### config.mk
export PLATFORM = sky130hd
export DESIGN_NAME = irrigation_countdown_timer
export DESIGN_NICKNAME = d
export VERILOG_FILES = /design/src/rtl/irrigation_timer_pkg.sv /design/src/rtl/bcd_mmss_down_counter.sv /design/src/rtl/irrigation_countdown_timer.sv
export SDC_FILE = /design/constraint.sdc
export NUM_CORES = 1
export LEC_CHECK = 0
export BUFFER_PORTS_ARGS = -buffer_cell sky130_fd_sc_hd__buf_2
export CORE_UTILIZATION = 35
export CTS_CLUSTER_SIZE = 12
export DETAILED_ROUTE_END_ITERATION = 10
export PLACE_DENSITY = 0.53
export SETUP_SLACK_MARGIN = 0.1
export SLEW_MARGIN = 20
export SYNTH_ARGS = -nofsm -noshare
export SYNTH_HDL_FRONTEND = slang
export SYNTH_HIERARCHICAL = 1
export SYNTH_SLANG_ARGS = --single-unit
export TNS_END_PERCENT = 20
### constraint.sdc
create_clock -name clk -period 3.2 [get_ports clk]
set_input_delay 0.96 -clock clk [delete_from_list [all_inputs] [get_ports clk]]
set_output_delay 0.96 -clock clk [all_outputs]
set_load 0.02 [all_outputs]
### src/rtl/irrigation_timer_pkg.sv
// Shared types and constants for the irrigation countdown timer.
// Holds the FSM state enum, BCD digit widths, the packed MM:SS layout
// {min_d[1:0], min_u[3:0], sec_d[2:0], sec_u[3:0]} and the default presets.
package irrigation_timer_pkg;

  localparam int unsigned MIN_D_W = 2;
  localparam int unsigned MIN_U_W = 4;
  localparam int unsigned SEC_D_W = 3;
  localparam int unsigned SEC_U_W = 4;
  localparam int unsigned MMSS_W  = MIN_D_W + MIN_U_W + SEC_D_W + SEC_U_W;

  typedef enum logic [1:0] {
    IDLE = 2'd0,
    RUN  = 2'd1,
    DONE = 2'd2
  } state_t;

  typedef struct packed {
    logic [MIN_D_W-1:0] min_d;
    logic [MIN_U_W-1:0] min_u;
    logic [SEC_D_W-1:0] sec_d;
    logic [SEC_U_W-1:0] sec_u;
  } mmss_t;

  // 15:00 and 30:00 in the packed MM:SS layout
  localparam logic [MMSS_W-1:0] DEFAULT_SPRINKLER_PRESET = 13'h0A80;
  localparam logic [MMSS_W-1:0] DEFAULT_DRIPPER_PRESET   = 13'h1800;

  // Packed vector -> digit struct
  function automatic mmss_t mmss_unpack(input logic [MMSS_W-1:0] v);
    return mmss_t'(v);
  endfunction

  // Digit struct -> packed vector
  function automatic logic [MMSS_W-1:0] mmss_pack(input mmss_t d);
    return MMSS_W'(d);
  endfunction

endpackage

### src/rtl/bcd_mmss_down_counter.sv
// Four-digit MM:SS BCD down counter with synchronous load.
// Ports: clk, reset (async, active-high), load/load_value (preset load, wins
// over dec), dec (subtract one second, saturates at 00:00), digits (registered
// BCD digits), zero_c (digits == 00:00), last_c (digits == 00:01).
module bcd_mmss_down_counter
  import irrigation_timer_pkg::*;
#(
  parameter logic [MMSS_W-1:0] RESET_VALUE = DEFAULT_SPRINKLER_PRESET
) (
  input  logic              clk,
  input  logic              reset,
  input  logic              load,
  input  logic [MMSS_W-1:0] load_value,
  input  logic              dec,
  output mmss_t             digits,
  output logic              zero_c,
  output logic              last_c
);

  mmss_t dec_value;

  assign zero_c = (mmss_pack(digits) == MMSS_W'(0));
  assign last_c = (mmss_pack(digits) == MMSS_W'(1));

  // One-second decrement with the BCD borrow chain; holds at 00:00
  always_comb begin
    dec_value = digits;
    if (!zero_c) begin
      if (digits.sec_u != SEC_U_W'(0)) begin
        dec_value.sec_u = digits.sec_u - SEC_U_W'(1);
      end else begin
        dec_value.sec_u = SEC_U_W'(9);
        if (digits.sec_d != SEC_D_W'(0)) begin
          dec_value.sec_d = digits.sec_d - SEC_D_W'(1);
        end else begin
          dec_value.sec_d = SEC_D_W'(5);
          if (digits.min_u != MIN_U_W'(0)) begin
            dec_value.min_u = digits.min_u - MIN_U_W'(1);
          end else begin
            dec_value.min_u = MIN_U_W'(9);
            dec_value.min_d = digits.min_d - MIN_D_W'(1);
          end
        end
      end
    end
  end

  // Digit register
  always_ff @(posedge clk or posedge reset) begin
    if (reset) begin
      digits <= mmss_unpack(RESET_VALUE);
    end else if (load) begin
      digits <= mmss_unpack(load_value);
    end else if (dec) begin
      digits <= dec_value;
    end
  end

endmodule

### src/rtl/irrigation_countdown_timer.sv
// Irrigation cycle countdown timer: loads an MM:SS preset chosen by mode,
// counts down once per TICK_DIV clocks and flags completion.
// Ports: clk, reset (async, active-high), irrigation_on (run request level),
// abort (1-clk stop pulse), conflicting_values (sensor conflict level),
// sprinkler_mode_on (preset select), minutes_d/minutes_u/seconds_d/seconds_u
// (BCD display digits), running (in RUN), time_up (in DONE), done_pulse
// (1 clk on RUN->DONE), mode_latched (mode of the current cycle).
module irrigation_countdown_timer
  import irrigation_timer_pkg::*;
#(
  parameter int unsigned       TICK_DIV         = 50_000_000,
  parameter logic [MMSS_W-1:0] SPRINKLER_PRESET = DEFAULT_SPRINKLER_PRESET,
  parameter logic [MMSS_W-1:0] DRIPPER_PRESET   = DEFAULT_DRIPPER_PRESET
) (
  input  logic               clk,
  input  logic               reset,
  input  logic               irrigation_on,
  input  logic               abort,
  input  logic               conflicting_values,
  input  logic               sprinkler_mode_on,
  output logic [MIN_D_W-1:0] minutes_d,
  output logic [MIN_U_W-1:0] minutes_u,
  output logic [SEC_D_W-1:0] seconds_d,
  output logic [SEC_U_W-1:0] seconds_u,
  output logic               running,
  output logic               time_up,
  output logic               done_pulse,
  output logic               mode_latched
);

  localparam int unsigned       PRE_W    = (TICK_DIV > 1) ? $clog2(TICK_DIV) : 1;
  localparam logic [PRE_W-1:0]  PRE_LAST = PRE_W'(TICK_DIV - 1);

  state_t            state, state_next;
  logic [PRE_W-1:0]  pre_cnt, pre_cnt_next;
  logic              running_next, time_up_next, done_pulse_next, mode_next;
  logic              load_c, dec_c, tick_c, zero_c, last_c, stop_c;
  logic [MMSS_W-1:0] preset_c;
  mmss_t             digits;

  assign preset_c = sprinkler_mode_on ? SPRINKLER_PRESET : DRIPPER_PRESET;
  assign tick_c   = (pre_cnt == PRE_LAST);
  assign stop_c   = abort || !irrigation_on || conflicting_values;

  bcd_mmss_down_counter #(
    .RESET_VALUE (SPRINKLER_PRESET)
  ) u_counter (
    .clk        (clk),
    .reset      (reset),
    .load       (load_c),
    .load_value (preset_c),
    .dec        (dec_c),
    .digits     (digits),
    .zero_c     (zero_c),
    .last_c     (last_c)
  );

  // Next state, prescaler and counter control; stop beats expiry beats tick
  always_comb begin
    state_next      = state;
    pre_cnt_next    = pre_cnt;
    mode_next       = mode_latched;
    done_pulse_next = 1'b0;
    load_c          = 1'b0;
    dec_c           = 1'b0;
    case (state)
      IDLE: begin
        load_c       = 1'b1;
        mode_next    = sprinkler_mode_on;
        pre_cnt_next = '0;
        if (irrigation_on && !conflicting_values && !abort) begin
          state_next = RUN;
        end
      end
      RUN: begin
        if (stop_c) begin
          state_next   = IDLE;
          load_c       = 1'b1;
          pre_cnt_next = '0;
        end else if (zero_c) begin
          // preset of 00:00 expires on the first RUN clock
          state_next      = DONE;
          done_pulse_next = 1'b1;
        end else if (tick_c) begin
          pre_cnt_next = '0;
          dec_c        = 1'b1;
          if (last_c) begin
            state_next      = DONE;
            done_pulse_next = 1'b1;
          end
        end else begin
          pre_cnt_next = pre_cnt + PRE_W'(1);
        end
      end
      DONE: begin
        if (abort || !irrigation_on) begin
          state_next = IDLE;
          load_c     = 1'b1;
        end
      end
      default: begin
        state_next = IDLE;
      end
    endcase
    running_next = (state_next == RUN);
    time_up_next = (state_next == DONE);
  end

  // State, prescaler and status registers
  always_ff @(posedge clk or posedge reset) begin
    if (reset) begin
      state        <= IDLE;
      pre_cnt      <= '0;
      running      <= 1'b0;
      time_up      <= 1'b0;
      done_pulse   <= 1'b0;
      mode_latched <= 1'b1;
    end else begin
      state        <= state_next;
      pre_cnt      <= pre_cnt_next;
      running      <= running_next;
      time_up      <= time_up_next;
      done_pulse   <= done_pulse_next;
      mode_latched <= mode_next;
    end
  end

  assign minutes_d = digits.min_d;
  assign minutes_u = digits.min_u;
  assign seconds_d = digits.sec_d;
  assign seconds_u = digits.sec_u;

endmodule

# After elaboration in Yosys (flattened, before gate mapping)
# Index checks and enable logic that the tools add are counted.
# word_totals
regBits,45
output_inout_bits,17
# op_classes
addsub,5
eq_ne,11
mux,33
n_reduce_logical,19
# op_table
op,n
26-bit 2-to-1 mux,3
13-bit 2-to-1 mux,4
26-bit case mux with 2 select lines,1
26-bit by 1-bit adder with 26-bit output (second input constant),1
26-bit == test (second input constant),1
2-bit 2-to-1 mux,7
13-bit by 1-bit == test with 1-bit output (second input constant),1
13-bit logical NOT,1
1-bit 2-to-1 mux,11
9-bit 2-to-1 mux,1
4-bit 2-to-1 mux,2
2-bit != test (second input constant),4
4-bit nonzero test,2
4-bit by 1-bit subtractor with 4-bit output (second input constant),2
6-bit 2-to-1 mux,1
2-bit case mux with 3 select lines,1
5-bit AND reduction,1
2-bit by 1-bit == test with 1-bit output (second input constant),2
2-bit == test (second input constant),2
2-bit AND reduction,2
4-bit AND reduction,1
2-bit nonzero test,2
1-bit logical NOT,3
3-bit 2-to-1 mux,1
9 further kinds,11

# Depth between registers and ports, before layout
# Gate-level depths: netlist of run 1.
# logic_depth
word_depth,7
ltp_mapped,11
depth_no_buf,10

# Modules after synthesis
# Netlist of run 1, hierarchy kept.
# modules_own_cells
mod,instances,cells_each,area_each_um2,seq_area_each_um2
irrigation_countdown_timer,1,201,1844.3,802.0
bcd_mmss_down_counter,1,94,818.3,329.1

# Worst setup path before layout of run 1
# Ideal clock, no wire load.
# synth_path
kind,reg-to-reg
start,register pre_cnt[7]
end,"register, netlist name u_counter/digits[8]"
setup_time_ns,0.120
arrival_time_ns,2.763
slack_ns,0.317
stages_incl_launch_ff,10
path_buffers,1
cell_sequence,dfrtp_1 -> or4b_4 -> nor3_4 -> nand2_1 -> buf_2 -> nor2_1 -> or3b_1 -> nor3_2 -> nand4_1 -> a31o_2
# synth_between
elab_chain_len,7
# synth_rtl
element,line,rtl
from (decl),irrigation_countdown_timer.sv:35,"logic [PRE_W-1:0] pre_cnt, pre_cnt_next;"
from (signal assigned),irrigation_countdown_timer.sv:120,pre_cnt <= pre_cnt_next;
26-bit == test,irrigation_countdown_timer.sv:42,assign tick_c = (pre_cnt == PRE_LAST);
1-bit 2-to-1 mux,irrigation_countdown_timer.sv:84,end else if (tick_c) begin
1-bit 2-to-1 mux,irrigation_countdown_timer.sv:80,end else if (zero_c) begin
1-bit 2-to-1 mux,irrigation_countdown_timer.sv:76,if (stop_c) begin
1-bit 2-to-1 mux,irrigation_countdown_timer.sv:66,case (state)
net dec_c,irrigation_countdown_timer.sv:37,"logic load_c, dec_c, tick_c, zero_c, last_c, stop_c;"
2-bit nonzero test (no source line),--,
4-bit AND reduction (no source line),--,
# The timed path passes the listed nets, and every way through them passes these cells.
# A chain may end at the register's enable or synchronous reset.

# Worst setup path after layout of run 1
# layout_path
start,register pre_cnt[7]
end,"register, netlist name u_counter/digits[8]"
# layout_between
elab_chain_len,7
# layout_rtl
element,line
26-bit == test,irrigation_countdown_timer.sv:42
1-bit 2-to-1 mux,irrigation_countdown_timer.sv:84
1-bit 2-to-1 mux,irrigation_countdown_timer.sv:80
1-bit 2-to-1 mux,irrigation_countdown_timer.sv:76
1-bit 2-to-1 mux,irrigation_countdown_timer.sv:66
net dec_c,irrigation_countdown_timer.sv:37
2-bit nonzero test (no source line),--
4-bit AND reduction (no source line),--
# The timed path passes the listed nets, and every way through them passes these cells.

==> reports/metrics.cfg, run 1 <==
[place]
placed_cells_incl_taps=418
placed_area_mm2=0.002919
place.gp.congestion=0.7996
io_buffers=22
pre_cts_ws_ns=0.1087
dp_hpwl_mm=4.281

[cells_and_area]
drive_gt1_share_pct=17.74
fin_cells=426
antennaDiodeCount=0
fin_nets=334
area_growth_pct=14.85
fin_util_pct=41.94
final_area_mm2=0.003058

[clock_network]
clk-insertion-delay-late_ns=0.30
cts_hold_buf=0
cts_buffer_depth=2
htree_levels=2
path_clk_slew_ns=0.09
cts_buffers=5
cts_sinks=45
clock_tree.root_cell=clkbuf_8
tritoncts=yes

[routing]
drtAntennaViolNets=0
num_vias=2319
drt_wl_total_mm=6.273
detail_route.first_pass.iterations=4
drt_iter0_drc=118
route.detailed.drc=0
wl_per_cell_um=14.73
via_per_inst=5.444

[timing]
setup_viol=0
timing.final.ws_setup_ns=0.2774
worstMarginPinSlew_ns=0.7221
period_share_pct=91.33
finalClockSkew_ns=0.008945
relSlewSlack_pct=51.46
hold_viol_final=0
fmaxAchievable_mhz=342.2
period_needed_ns=2.923
whs_ns=0.4923
rsz0062_at_grt=no
drv_slew=0
finalSetupTns_ns=0

[logic_synthesis]
synthArstFlopShare_pct=100.0
synthesis.area_mm2=0.002663
yosysWarnings=6
synth-seq-cells=45
yosysSeqAreaShare_pct=42.48
synth_area_leader_cell=dfrtp_1
synth.avg_cell_area_um2=9.026
synth-main-ff-cell=dfrtp_1
synth_top_cell_area_share_pct=38.53
syn_inst=295
synth_cell_types=52
yosys-top-cells-area=dfrtp_1, a31oi_1, nand3_1
synth-edff-count=0

[run_status]
outcome=complete, no violations

[floorplanning]
rows=31
coreArea_mm2=0.007292
ioPinCount=23
fp.dieW_um=89.22
initial_core_util_pct=36.51
fp.dieH_um=89.22
fp.dieArea_mm2=0.007960

[worst_setup_path]
endpoint_kind=register
critPathMaxFanout=5
setup.worst_path.class=reg2reg
arrival_ns=3.12
start_kind=register
cp.required_ns=3.40
rr_worst_depth=8

[power_and_ir_drop]
p_leak_nw=1.294
power_density_mw_per_mm2=394.2
power_mw=1.205
peakVddDrop_uv=203.1

[grt]
grt_first_pass_wirelength_mm=10.05
antenna_found_initial=0
grt_pass1_vias=2015
grt_overflow=0
grt_max_degree=33
track_usage_pct=16.49

[flow_run]
maxCapViolations=0

[worst_hold_path]
whs_path_depth=1
hold_path_class=reg2reg

[synth_stat cells, types with 2 or more instances]
cell type   n
nand4b_1    2
a41oi_1     4
nand3_1    25
o31ai_1     2
nor4_1      8
ha_1        2
nand2_1    28
nor2_1     16
and4_1      3
conb_1      2
o21ai_0    13
o32ai_1     2
dfstp_2     4
dfrtp_1    41
buf_6       2
buf_2       2
a21oi_1    16
nand3b_1    8
or4b_1      2
nor2b_1     7
mux2i_1     7
nor3_2      3
a31oi_1    26
inv_1      15
clkbuf_1   10
and3_1      5
nand4_1    13
a31o_2      3
[power breakdown]
group / switching, mW / internal, mW / total (mW)
registers: 0.0178 / 0.582 / 0.600
clock network: 0.212 / 0.315 / 0.527
logic: 0.0508 / 0.0273 / 0.0781
[final timing paths]
| path | start | slack [ns] | to |
|---|---|---|---|
| setup reg to reg | pre_cnt[7]$_DFFE_PP0P_ | 0.28 | u_counter/digits[8]$_DFFE_PP0P_ |
| setup / recovery | pre_cnt[7]$_DFFE_PP0P_ | 0.28 | u_counter/digits[8]$_DFFE_PP0P_ |
| hold / removal | pre_cnt[25]$_DFFE_PP0P_ | 0.49 | pre_cnt[25]$_DFFE_PP0P_ |
| max in group asynchronous | reset | 2.10 | mode_latched$_DFFE_PP1P_ |
| hold reg to reg | pre_cnt[25]$_DFFE_PP0P_ | 0.49 | pre_cnt[25]$_DFFE_PP0P_ |
| min in group asynchronous | reset | 0.71 | u_counter/digits[8]$_DFFE_PP0P_ |
[timing repair]
item                                    CTS  global route
endpoints found under the setup margin    0             2
buffers inserted                          0             0
resized for setup                         0             1
[logic make-up after synthesis]
kind of cell / count (synthesis) / share of synthesized area [%]
compound gates: 74 / 17.90
simple gates: 134 / 30.41
other cells: 2 / 0.2821
buf+inv: 30 / 4.934
mux: 8 / 3.055
flops: 45 / 42.48
fa+ha+maj: 2 / 0.9397
[registers in the layout, summed over array words and instances (netlist names)]
name and flops:
pre_cnt 26, u_counter/digits 13, state 2, done_pulse 1, mode_latched 1, running 1
time_up 1
[critical path, cell delays in order (launching register included)]
cell and delay (ns):
dfrtp_1 0.46, or4b_4 0.57, nor3_4 0.30, nand2_1 0.11, nor2_1 0.26, or3b_1 0.44, nor3_2 0.26, nand4_1 0.17
a31o_2 0.26
[cell usage in the layout, fill, tap and decap left out, types with 8 or more instances in the layout]
cell type   n
dfrtp_1    41
nand2_1    28
a31oi_1    26
nand3_1    25
buf_2      22
nor2_1     16
a21oi_1    16
inv_1      15
nand4_1    13
o21ai_0    13
conb_1     10
buf_4       9
nor4_1      8
nand3b_1    8
[metal layers]
| metal | global-route usage, % | vias up | wire length, um |
|---|---|---|---|
| met2 | 25.26 | 35 | 2751 |
| met3 | 3.232 | 6 | 163 |
| met4 | 4.040 | 0 | 48 |
| li1 | - | 1165 | - |
| met1 | 23.87 | 1113 | 3310 |
| met5 | 0 | - | 0 |
[area by class of cell]
class / instances / area (um2)
clock inverter: 3 / 68.82
sequential: 45 / 1131
timing repair buffer: 31 / 177.7
fill: 771 / 4234
multi-input combinational: 228 / 1431
clock buffer: 5 / 68.82
tap: 99 / 123.9
inverter: 15 / 56.30
(Power assumes the default switching activity.)
==> inputs of run 2 (changes only) <==
clock period = 3.1 ns   (was 3.2 ns; I/O delays follow)
==> run 2 against run 1 <==
First-iteration DRC count shrank 29%. Die area is the same. Clock skew grew 0.0019 ns. Cell count grew 0.47%. Register-to-register slack is essentially flat. Final area shrank 0.94%. Sequential share of layout area grew 0.35 points. Clock power shrank 28%. Non-clock buffer count grew 2. Worst hold slack lost 0.0065 ns. Utilization shrank 0.39 points.
==> reports/metrics.cfg, run 2 (same netlist as run 1, synthesis figures left out) <==
[timing]
finalSetupTns_ns=0  ; unchanged
fmaxAchievable_mhz=353.7  ; was 342.2 MHz
hold_viol_final=0  ; unchanged
rsz0062_at_grt=no  ; unchanged
whs_ns=0.4859  ; was 0.4923 ns
timing.final.ws_setup_ns=0.2725  ; was 0.2774 ns
period_needed_ns=2.827  ; was 2.923 ns
drv_slew=0  ; unchanged
finalClockSkew_ns=0.01089  ; was 0.008945 ns
worstMarginPinSlew_ns=0.7366  ; was 0.7221 ns
relSlewSlack_pct=50.48  ; was 51.46%
period_share_pct=91.21  ; was 91.33%
setup_viol=0  ; unchanged

[worst_setup_path]
cpPeakStageDelay_ns=0.58  ; was 0.57 ns
setup.worst_path.class=reg2reg  ; unchanged
rr_worst_depth=8  ; unchanged
reg2reg_slack_ns=0.27  ; was 0.28 ns
arrival_ns=3.03  ; was 3.12 ns
critPathMaxFanout=5  ; unchanged
endpoint_kind=register  ; unchanged
startpoint=pre_cnt[7]$_DFFE_PP0P_  ; unchanged
start_kind=register  ; unchanged
critical_path.slowest_cell=or4b_4  ; unchanged
path_depth=8  ; unchanged
r2r-end=u_counter/digits[8]$_DFFE_PP0P_  ; unchanged
path_buf_inv=0  ; unchanged
crit_end=u_counter/digits[8]$_DFFE_PP0P_  ; unchanged
cp.required_ns=3.31  ; was 3.40 ns
r2r_start=pre_cnt[7]$_DFFE_PP0P_  ; unchanged
crit_chain=or4b_4 > nor3_4 > nand2_1 > nor2_2 > or3b_1 > nor3_2 > nand4_1 > a31o_2  ; was or4b_4 > nor3_4 > nand2_1 > nor2_1 > or3b_1 > nor3_2 > nand4_1 > a31o_2
path_delay_family=simple AND/OR/NAND/NOR gates  ; unchanged

[cells_and_area]
fin_cells=428  ; was 426
multiInputGateArea_mm2=0.001435  ; was 0.001431 mm2
layout_common_cells=dfrtp_1, nand2_1, a31oi_1, nand3_1, buf_2  ; unchanged
fillers=761  ; was 771
antennaDiodeCount=0  ; unchanged
drive_gt1_share_pct=18.54  ; was 17.74%
regMostFlops=pre_cnt  ; unchanged
fin_nets=336  ; was 334
area_growth_pct=13.77  ; was 14.85%
top_regs=pre_cnt (26), u_counter/digits (13), state (2)  ; unchanged
regArea_mm2=0.001131  ; unchanged
final_common_cell=dfrtp_1  ; unchanged
largest_register_ffs=26  ; unchanged
final_area_mm2=0.003029  ; was 0.003058 mm2

[floorplanning]
fp.dieH_um=89.22  ; unchanged
ioPinCount=23  ; unchanged
fp.dieW_um=89.22  ; unchanged
coreArea_mm2=0.007292  ; unchanged
rows=31  ; unchanged
initial_core_util_pct=36.51  ; unchanged
fp.dieArea_mm2=0.007960  ; unchanged

[routing]
detail_route.first_pass.iterations=4  ; unchanged
route.detailed.drc=0  ; unchanged
drt_wl_total_mm=6.150  ; was 6.273 mm
via_per_inst=5.463  ; was 5.444
wl_per_cell_um=14.37  ; was 14.73 um
num_vias=2338  ; was 2,319
drt_iter0_drc=84  ; was 118
drtAntennaViolNets=0  ; unchanged

[grt]
track_usage_pct=16.28  ; was 16.49%
grt_first_pass_wirelength_mm=9.867  ; was 10.05 mm
grt_overflow=0  ; unchanged
grt_max_degree=33  ; unchanged
antenna_found_initial=0  ; unchanged
grt_pass1_vias=2003  ; was 2,015

[power_and_ir_drop]
power_density_mw_per_mm2=356.6  ; was 394.2 mW/mm2
swShare_pct=26.89  ; was 23.32%
clkPwrFrac_pct=35.2  ; was 43.7%
combPwrFrac_pct=7.5  ; was 6.5%
pwr-share-seq_pct=57.3  ; was 49.8%
p_leak_nw=1.279  ; was 1.294 nW
peakVddDrop_uv=156.3  ; was 203.1 uV
p_switching_mw=0.2905  ; was 0.2811 mW
p_int_mw=0.7897  ; was 0.9243 mW

[place]
placed_cells_incl_taps=420  ; was 418
pre_cts_ws_ns=0.03769  ; was 0.1087 ns
io_buffers=22  ; unchanged
dp_hpwl_mm=4.290  ; was 4.281 mm
placed_area_mm2=0.002934  ; was 0.002919 mm2
place.gp.congestion=0.8011  ; was 0.7996

[clock_network]
clk-insertion-delay-late_ns=0.31  ; was 0.30 ns
tritoncts=yes  ; unchanged
cts_sinks=45  ; unchanged
cts_hold_buf=0  ; unchanged
clock_tree.root_cell=clkbuf_8  ; unchanged
cts_buffer_depth=2  ; unchanged
path_clk_slew_ns=0.09  ; about the same
cts_buffers=5  ; unchanged
htree_levels=2  ; unchanged

[worst_hold_path]
whs_path_depth=1  ; unchanged
hold_path_class=reg2reg  ; unchanged

[flow_run]
maxCapViolations=0  ; unchanged

[run_status]
outcome=complete, no violations  ; unchanged

run 2: cell types whose count changed in the layout (fill, tap and decap cells not counted), sizes merged:
cell / before / now
bufinv: 2 / 0
buf: 31 / 33
clkinvlp: 0 / 1
clkinv: 0 / 1
run 2: area by class of cell:
cell class / count / share of cell area [%]
Inverter: 15 / 1.859
Clock inverter: 3 / 0.7022
Sequential cell: 45 / 37.34
Multi-Input combinational cell: 228 / 47.38
Clock buffer: 5 / 2.272
Timing Repair Buffer: 33 / 6.361
Tap cell: 99 / 4.089
run 2: what timing repair did:
action,in CTS,in global routing
endpoints found under the setup margin,0,5
hold endpoints to repair,0,0
buffers inserted,0,0
gates resized for setup,0,2
run 2: worst min-delay path by stage:
stage	from	to	slack (ns)
CTS	pre_cnt[25]$_DFFE_PP0P_	pre_cnt[25]$_DFFE_PP0P_	0.49
floorplan	pre_cnt[25]$_DFFE_PP0P_	pre_cnt[25]$_DFFE_PP0P_	0.44
detailed placement	pre_cnt[25]$_DFFE_PP0P_	pre_cnt[25]$_DFFE_PP0P_	0.48
finish	pre_cnt[25]$_DFFE_PP0P_	pre_cnt[25]$_DFFE_PP0P_	0.49
global route	pre_cnt[25]$_DFFE_PP0P_	pre_cnt[25]$_DFFE_PP0P_	0.50
global placement	pre_cnt[25]$_DFFE_PP0P_	pre_cnt[25]$_DFFE_PP0P_	0.47
run 2: worst reg2reg max path, cell delays in order (launching register included):
cell and delay [ns]:
dfrtp_1 0.45, or4b_4 0.58, nor3_4 0.29, nand2_1 0.13
nor2_2 0.17, or3b_1 0.42, nor3_2 0.26, nand4_1 0.17
a31o_2 0.26
run 2: per-stage QoR:
stage	total power, mW	util [%]
after floorplan	0.6818	-
after global placement	0.7120	40.24
after detailed placement	0.7123	40.24
after CTS	1.099	41.47
after global routing	1.126	41.54
final	1.080	41.54
run 2: metal layers:
layer	part of all wire (%)	wire (um)	track usage, %	vias up
li1	-	-	-	1176
met1	52	3170	23.00	1131
met2	45	2792	24.91	26
met3	2.2	137	3.047	5
met4	0.81	50	5.628	0
met5	0	0	0	-
run 2: power groups by stage:
stage	sequential [mW]	clock, mW	combinational (mW)
2_1_floorplan	0.641	0	0.0404
3_3_place_gp	0.631	0	0.0814
3_5_place_dp	0.630	0	0.0821
4_1_cts	0.619	0.397	0.0824
5_1_grt	0.622	0.413	0.0915
6_report	0.619	0.380	0.0808
